File: config.mk
export PLATFORM = sky130hd
export DESIGN_NAME = tiros_nave
export DESIGN_NICKNAME = d
export VERILOG_FILES = /design/src/rtl/tiros_pkg.sv /design/src/rtl/divisor_tick.sv /design/src/rtl/tiros_nave.sv
export SDC_FILE = /design/constraint.sdc
export NUM_CORES = 1
export LEC_CHECK = 0
export BUFFER_PORTS_ARGS = -buffer_cell sky130_fd_sc_hd__buf_2
export CORE_MARGIN = 5
export CORE_UTILIZATION = 30
export DETAILED_ROUTE_END_ITERATION = 6
export RECOVER_POWER = 25
export SYNTH_ARGS = -nofsm -noshare
export SYNTH_HDL_FRONTEND = slang
export SYNTH_HIERARCHICAL = 1
export SYNTH_SLANG_ARGS = --single-unit
File: constraint.sdc
create_clock -name CLOCK_50 -period 3.9 [get_ports CLOCK_50]
set_clock_uncertainty 0.15 [all_clocks]
set_input_delay 0.78 -clock CLOCK_50 [delete_from_list [all_inputs] [get_ports CLOCK_50]]
set_output_delay 0.78 -clock CLOCK_50 [all_outputs]
set_load 0.03 [all_outputs]
File: src/rtl/tiros_pkg.sv
// tiros_pkg -- definitions shared by the ship shot logic.
//   estado_t      : fire FSM states (PRONTO, RECARGA, ESPERA_SOLTAR)
//   ALTURA_TIRO   : shot sprite height, in pixels
//   LARGURA_TIRO  : shot sprite width, in pixels
//   LARGURA_TELA / ALTURA_TELA : visible screen limits
package tiros_pkg;

   typedef enum logic [1:0] {
      PRONTO        = 2'd0,
      RECARGA       = 2'd1,
      ESPERA_SOLTAR = 2'd2
   } estado_t;

   localparam int ALTURA_TIRO  = 8;
   localparam int LARGURA_TIRO = 2;
   localparam int LARGURA_TELA = 640;
   localparam int ALTURA_TELA  = 480;

endpackage

File: src/rtl/divisor_tick.sv
// divisor_tick -- movement tick generator.
//   CLOCK_50   in  : system clock
//   resetBarra in  : asynchronous, active-high reset
//   tick       out : high for one cycle every TICK_DIV cycles
// The counter runs 0..TICK_DIV-1 and the tick is the terminal count, so the
// first tick after reset appears TICK_DIV-1 cycles after reset is released.
module divisor_tick #(
   parameter int TICK_DIV = 833333
) (
   input  logic CLOCK_50,
   input  logic resetBarra,
   output logic tick
);

   localparam int CW = (TICK_DIV > 1) ? $clog2(TICK_DIV) : 1;

   logic [CW-1:0] cnt;

   assign tick = (cnt == CW'(TICK_DIV - 1));

   always_ff @(posedge CLOCK_50 or posedge resetBarra) begin
      if (resetBarra)  cnt <= '0;
      else if (tick)   cnt <= '0;
      else             cnt <= cnt + 1'b1;
   end

endmodule

File: src/rtl/tiros_nave.sv
// tiros_nave -- ship shot slots: fire FSM with cooldown, spawn, upward
// movement on ticks and removal on hit or when leaving the top of the screen.
//   CLOCK_50, resetBarra (async, active-high)
//   disparo                    : fire request level (synchronous)
//   xNave, yNave, larguraNave  : ship position / width
//   acerto, acertoIdx          : hit pulse and the slot it hit
//   tiroAtivo                  : per-slot active flags
//   tiroX, tiroY               : packed slot coordinates, slot i at [10i+9:10i]
//   disparoOk                  : one-cycle pulse when a shot was spawned
// Build option: TIROS_AUTOFIRE_EN -- a held disparo refires every
// RECARGA_TICKS ticks instead of requiring a release between shots.
module tiros_nave
   import tiros_pkg::*;
#(
   parameter int NUM_TIROS     = 4,
   parameter int PASSO         = 4,
   parameter int TICK_DIV      = 833333,
   parameter int RECARGA_TICKS = 10
) (
   input  logic                    CLOCK_50,
   input  logic                    resetBarra,
   input  logic                    disparo,
   input  logic [9:0]              xNave,
   input  logic [9:0]              yNave,
   input  logic [9:0]              larguraNave,
   input  logic                    acerto,
   input  logic [1:0]              acertoIdx,
   output logic [NUM_TIROS-1:0]    tiroAtivo,
   output logic [10*NUM_TIROS-1:0] tiroX,
   output logic [10*NUM_TIROS-1:0] tiroY,
   output logic                    disparoOk
);

   localparam int CW = (RECARGA_TICKS > 0) ? $clog2(RECARGA_TICKS + 1) : 1;

   logic           tick;
   estado_t        estado, prox;
   logic [CW-1:0]  recarga;
   logic [NUM_TIROS-1:0] sel;
   logic           livre;
   logic           aceita;
   logic [9:0]     x_novo, y_novo;

   divisor_tick #(.TICK_DIV(TICK_DIV)) u_div (
      .CLOCK_50   (CLOCK_50),
      .resetBarra (resetBarra),
      .tick       (tick)
   );

   // Lowest free slot from the registered flags: a slot freed this cycle
   // still reads active here, so it only becomes spawnable next cycle.
   always_comb begin
      sel   = '0;
      livre = 1'b0;
      for (int i = 0; i < NUM_TIROS; i++) begin
         if (!tiroAtivo[i] && !livre) begin
            sel[i] = 1'b1;
            livre  = 1'b1;
         end
      end
   end

   assign aceita = (estado == PRONTO) && disparo && livre;
   assign x_novo = xNave + (larguraNave >> 1) - 10'd1;
   assign y_novo = yNave - 10'(ALTURA_TIRO);

   always_ff @(posedge CLOCK_50 or posedge resetBarra) begin
      if (resetBarra) estado <= PRONTO;
      else            estado <= prox;
   end

   always_comb begin
      prox = estado;
      case (estado)
         PRONTO:  if (aceita) prox = RECARGA;
         RECARGA: begin
            if (recarga == '0) begin
`ifdef TIROS_AUTOFIRE_EN
               prox = PRONTO;
`else
               prox = disparo ? ESPERA_SOLTAR : PRONTO;
`endif
            end
         end
         ESPERA_SOLTAR: if (!disparo) prox = PRONTO;
         default: prox = PRONTO;
      endcase
   end

   always_ff @(posedge CLOCK_50 or posedge resetBarra) begin
      if (resetBarra) begin
         recarga   <= '0;
         disparoOk <= 1'b0;
      end else begin
         disparoOk <= aceita;
         if (aceita)                     recarga <= CW'(RECARGA_TICKS);
         else if (tick && recarga != '0) recarga <= recarga - 1'b1;
      end
   end

   // Per-slot state. Spawn only targets an inactive slot, so it never
   // meets a hit or a move; for an active slot a hit beats movement.
   for (genvar g = 0; g < NUM_TIROS; g++) begin : g_slot
      logic       ativo;
      logic [9:0] x, y;

      always_ff @(posedge CLOCK_50 or posedge resetBarra) begin
         if (resetBarra) begin
            ativo <= 1'b0;
            x     <= '0;
            y     <= '0;
         end else if (aceita && sel[g]) begin
            ativo <= 1'b1;
            x     <= x_novo;
            y     <= y_novo;
         end else if (ativo) begin
            if (acerto && (int'(acertoIdx) == g)) begin
               ativo <= 1'b0;
            end else if (tick) begin
               if (y < 10'(PASSO)) ativo <= 1'b0;
               else                y     <= y - 10'(PASSO);
            end
         end
      end

      assign tiroAtivo[g]       = ativo;
      assign tiroX[10*g +: 10]  = x;
      assign tiroY[10*g +: 10]  = y;
   end

endmodule

---- Word-level counts from Yosys, hierarchy flattened ----
Index checks and enable logic that the tools add are counted.
storage, ports and cells
  register bits ........................... 111
  bits of input ports ..................... 36
  output and inout port bits .............. 85
  word-level logic and storage cells ...... 138
operators by class
  $add $sub $neg .......................... 9
  magnitude comparators ................... 4
  eq/ne operators ......................... 17
  muxes and demuxes ....................... 55
  reductions and logical operators ........ 37
operators by type and width
  cell                                                 number
  2-to-1 mux 10 bit                                    20
  < comparator 10 x 3 -> 1 bit, second input constant  4
  subtractor 10 x 3 -> 10 bit, second input constant   4
  2-to-1 mux 1 bit                                     27
  inequality test 2 bit, second input constant         11
  adder 20 x 1 -> 20 bit, second input constant        1
  equality test 20 bit, second input constant          1
  2-to-1 mux 20 bit                                    1
  nonzero test 2 bit                                   9
  AND reduction 4 bit                                  4
  logical AND 1 bit                                    14
  adder 10 x 9 -> 10 bit                               1
  subtractor 10 x 1 -> 10 bit, second input constant   1
  subtractor 10 x 4 -> 10 bit, second input constant   1
  2-to-1 mux 2 bit                                     4
  2-to-1 mux 4 bit                                     2
  equality test 2 bit, second input constant           3
  case mux 2 bit (3 select lines)                      1
  zero test 1 bit                                      5
  equality test 2 x 1 -> 1 bit, second input constant  2
  zero test 2 bit                                      2
  zero test 4 bit                                      1
  nonzero test 4 bit                                   1
  subtractor 4 x 1 -> 4 bit, second input constant     1
  AND reduction 3 bit                                  1

---- Logic depth before layout (Yosys ltp) ----
  word-level depth ........................ 13
  depth in mapped cells ................... 10
  mapped depth without buffers ............ 10

---- By module ----
The synthesis kept the hierarchy.
by module, submodules not included
  module        instances  cells each  area an instance (um^2)  sequential area each (um^2)
  tiros_nave    1          526         4827.1                   2277.2
  divisor_tick  1          103         1041.0                   500.5

---- Worst setup path before layout ----
No wires, ideal clock.
  kind .................................... input to register
  from .................................... input port xNave[1]
  to ...................................... register g_slot[0].x[9]
  library setup time ...................... 66 ps
  arrival ................................. 2789 ps
  required time ........................... 3684 ps
  path slack .............................. 895 ps
  stages on the path ...................... 10
  buffers on the path ..................... 0
  cell sequence ........................... inv_1 -> ha_1 -> inv_1 -> ha_1 -> fa_1 -> a211oi_1 -> o31ai_1 -> and3_1 -> o31ai_1 -> mux2_2
on the way
  cells in the longest elaborated chain, start to end .. 2
RTL lines
  item                         RTL line           text
  start, declared              tiros_nave.sv:23   input logic [9:0] xNave,
  adder 10 x 9 -> 10 bit       tiros_nave.sv:64   assign x_novo = xNave + (larguraNave >> 1) - 10'd1;
  subtractor 10 x 1 -> 10 bit  tiros_nave.sv:64
  end signal, assigned         tiros_nave.sv:114  x <= x_novo;
  end, declared                tiros_nave.sv:105  logic [9:0] x, y;
No other way between the ends.
A chain may end at the register's enable or synchronous reset.

---- Final worst setup path ----
Ends and elaborated chain as after synthesis.

==> results.ini <==
[setup_path]
reg2reg_setup_slack_ns=1.09
crit_fanout=4
required_ns=4.04
cp-start-kind=input port
cp.arrival_ns=3.30
r2r.worst_path.cells=8
critPathCaptureType=register
cp-startpoint=xNave[1]
path_class=in2reg
r2r_start=u_div/cnt[6]
r2r-end=g_slot[3].y[8]

[timing]
worst_pin_slew_ns=2.01
slew_headroom_pct=-34.6
setup_viol=0
period_share_pct=81.0
fmax_mhz=317
rsz0062_at_grt=no
min_period_ns=3.16
hold_violations=0
setup_tns_ns=0
slew_viol_final=46

[detailed_routing]
routed_wl_um=15400
wl_per_cell_um=15.2
ant_nets=0
firstDrtPassIters=4
via_count=4788
drt_iter0_drc=266
vias_per_cell=4.73
post-route-drc-count=0

[clock_tree]
ctsHtreeMaxLevel=3
clockRootBuffer=clkbuf_16
clock_path_buffers=2
clock_latency_ns=0.35
clk_pin_slew_ns=0.07
post_cts.repair.setup_buffers=0
clkSinkCount=111
hold_buffers=0
cts_resized=0
cts-buffers-inserted=9
cts_tree=yes

[logic_synthesis]
ys_async_sr_fraction_pct=100
syn-cell-area_um2=5870
syn_inst=629
yosysWarnings=6
syn_area_per_cell_um2=9.33
yosys-top-cells-area=dfrtp_1 47%, nand2_1 7.2%, ha_1 5.5%
synth_ff_type=dfrtp_1
synth_xor_area_share_pct=6.12
synth_top_family_by_area=simple AND/OR/NAND/NOR gates
synth_compound_area_share_pct=11.1
synth-adder-area-share_pct=5.88
synth_top_area_share_pct=47.3
synth_seq_area_share_pct=47.3
synth_simple_gate_area_share_pct=22.3
synth_most_common_cell=nand2_1
synth_top_area_cell=dfrtp_1
yosys-top-cells-count=113 x nand2_1, 111 x dfrtp_1, 58 x inv_1
synthDistinctLibCells=62
synth_edf_count=0
synth-seq-cells=111
synth_mux_area_share_pct=1.11
synth_nets=692

[pwr]
ir_drop_uv=194
power.density_nw_per_um2=389
p_leak_nw=3.49

[place]
place_hpwl_um=11500
io_buffers=119
globalplace.congestion=0.809
place_area_um2=6730

[cells_and_area]
layout-drive-gt1-share_pct=22.8
nFillCells=1987
final_cell_area_um2=7010
final_nets=805
synthToLayoutAreaGrowth_pct=19.5

[worst_hold_path]
hold_start=g_slot[1].x[3]
hold_class=reg2reg
min_path_cells=2
holdPathEnd=g_slot[1].x[3]

[run]
drv_cap=1

[grt]
track_usage_pct=13.7
grt_pass1_vias=4396
grt_max_degree=48
grt_pass1_wl_um=24200
grt-ovfl-total=0
antenna_found_initial=1

[floorplanning]
die_h_um=150
die_x_um=150
io_pins=121
start_util_pct=30.4
core_um2=19300
die_area_um2=22500
placementRows=51

[run_status]
status=finished with violations
violations=capacitance limit, slew limit

[routing by layer]
layer | global-route usage (%) | part of all wire (%) | up-vias
met4 | 3.93 | 1.4 | 0
li1 | - | - | 2379
met1 | 19.6 | 47 | 2298
met5 | 0 | 0 | -
met3 | 3.48 | 5.5 | 15
met2 | 20.5 | 46 | 96
[flip-flops by register name, indices dropped and copies added, names as in the netlist]
signal        cells
recarga           4
u_div/cnt        20
g_slot.y         40
g_slot.ativo      4
estado            2
disparoOk         1
g_slot.x         40
[power by group]
part           switching [mW]  total, mW  leakage [nW]  internal (mW)
Clock                   0.438      0.942         0.148          0.504
Combinational           0.355      0.511          1.89          0.156
Sequential             0.0529       1.27          1.45           1.22
[cells in the final DEF, fill, tap and decap left out, types with 3 or more instances in the layout]
master,count
buf_2,118
nand2_1,113
dfrtp_1,111
inv_1,57
o21ai_0,42
nor2_1,41
xnor2_1,33
ha_1,26
nand3_1,16
nor3_1,14
nor4_1,13
o211ai_1,11
nand4_1,9
a21oi_1,9
or3_1,9
clkbuf_16,9
xor2_1,8
buf_4,7
o221ai_1,6
or4_1,5
o311ai_0,4
a31o_2,4
mux2_2,4
or2_2,4
a221o_1,4
nand3b_1,4
nand2b_1,3
and2_1,3
o31ai_1,3
and3_1,3
a31oi_1,3
a21o_1,3
inv_6,3
[critical path, cell delays in order]
cell	delay, ns
buf_2	0.07
inv_1	0.03
ha_1	0.26
inv_1	0.04
ha_1	0.23
fa_1	0.42
a211oi_1	0.33
o31ai_1	0.20
and3_1	0.21
o31ai_1	0.46
mux2_2	0.27
[worst max-delay path by stage]
stage	endpoint	cells past startpoint	slack, ns
3_5_place_dp	g_slot[0].x[9]	11	0.39
5_1_grt	estado[0]	3	0.36
3_3_place_gp	g_slot[0].x[9]	11	0.48
2_1_floorplan	disparoOk	1	0.61
6_report	g_slot[0].x[9]	11	0.74
4_1_cts	g_slot[0].x[9]	11	0.75
[metrics by stage]
stage / setup WS (ns) / std cells / utilization (%) / hold WS [ns] / total power [mW]
4_1_cts: 0.753 / 1012 / 36.3 / 0.330 / 2.76
2_1_floorplan: 0.606 / 629 / - / 0.309 / 1.63
6_report: 0.742 / 1013 / 36.3 / 0.326 / 2.73
3_3_place_gp: 0.480 / 996 / 34.8 / 0.308 / 1.81
5_1_grt: 0.362 / 1013 / 36.3 / 0.343 / 2.86
3_5_place_dp: 0.388 / 996 / 34.8 / 0.310 / 1.81
[cells by family after synthesis]
family / after synthesis
simple gates: 261
buf+inv: 83
flops: 111
compound gates: 100
mux: 6
fa+ha+maj: 27
xor+xnor: 41
[area by class of cell]
type / count / area, um2 / share of cell area (%)
repair buffers: 127 / 652 / 9.30
clock inverters: 6 / 66.3 / 0.946
multi-input cells: 435 / 2730 / 39.0
clock buffers: 10 / 229 / 3.27
inverters: 58 / 219 / 3.12
diodes: 1 / 2.50 / 0.0357
flip-flops and latches: 111 / 2780 / 39.6
well taps: 265 / 332 / 4.73
Power figures use the tool's default switching activity.
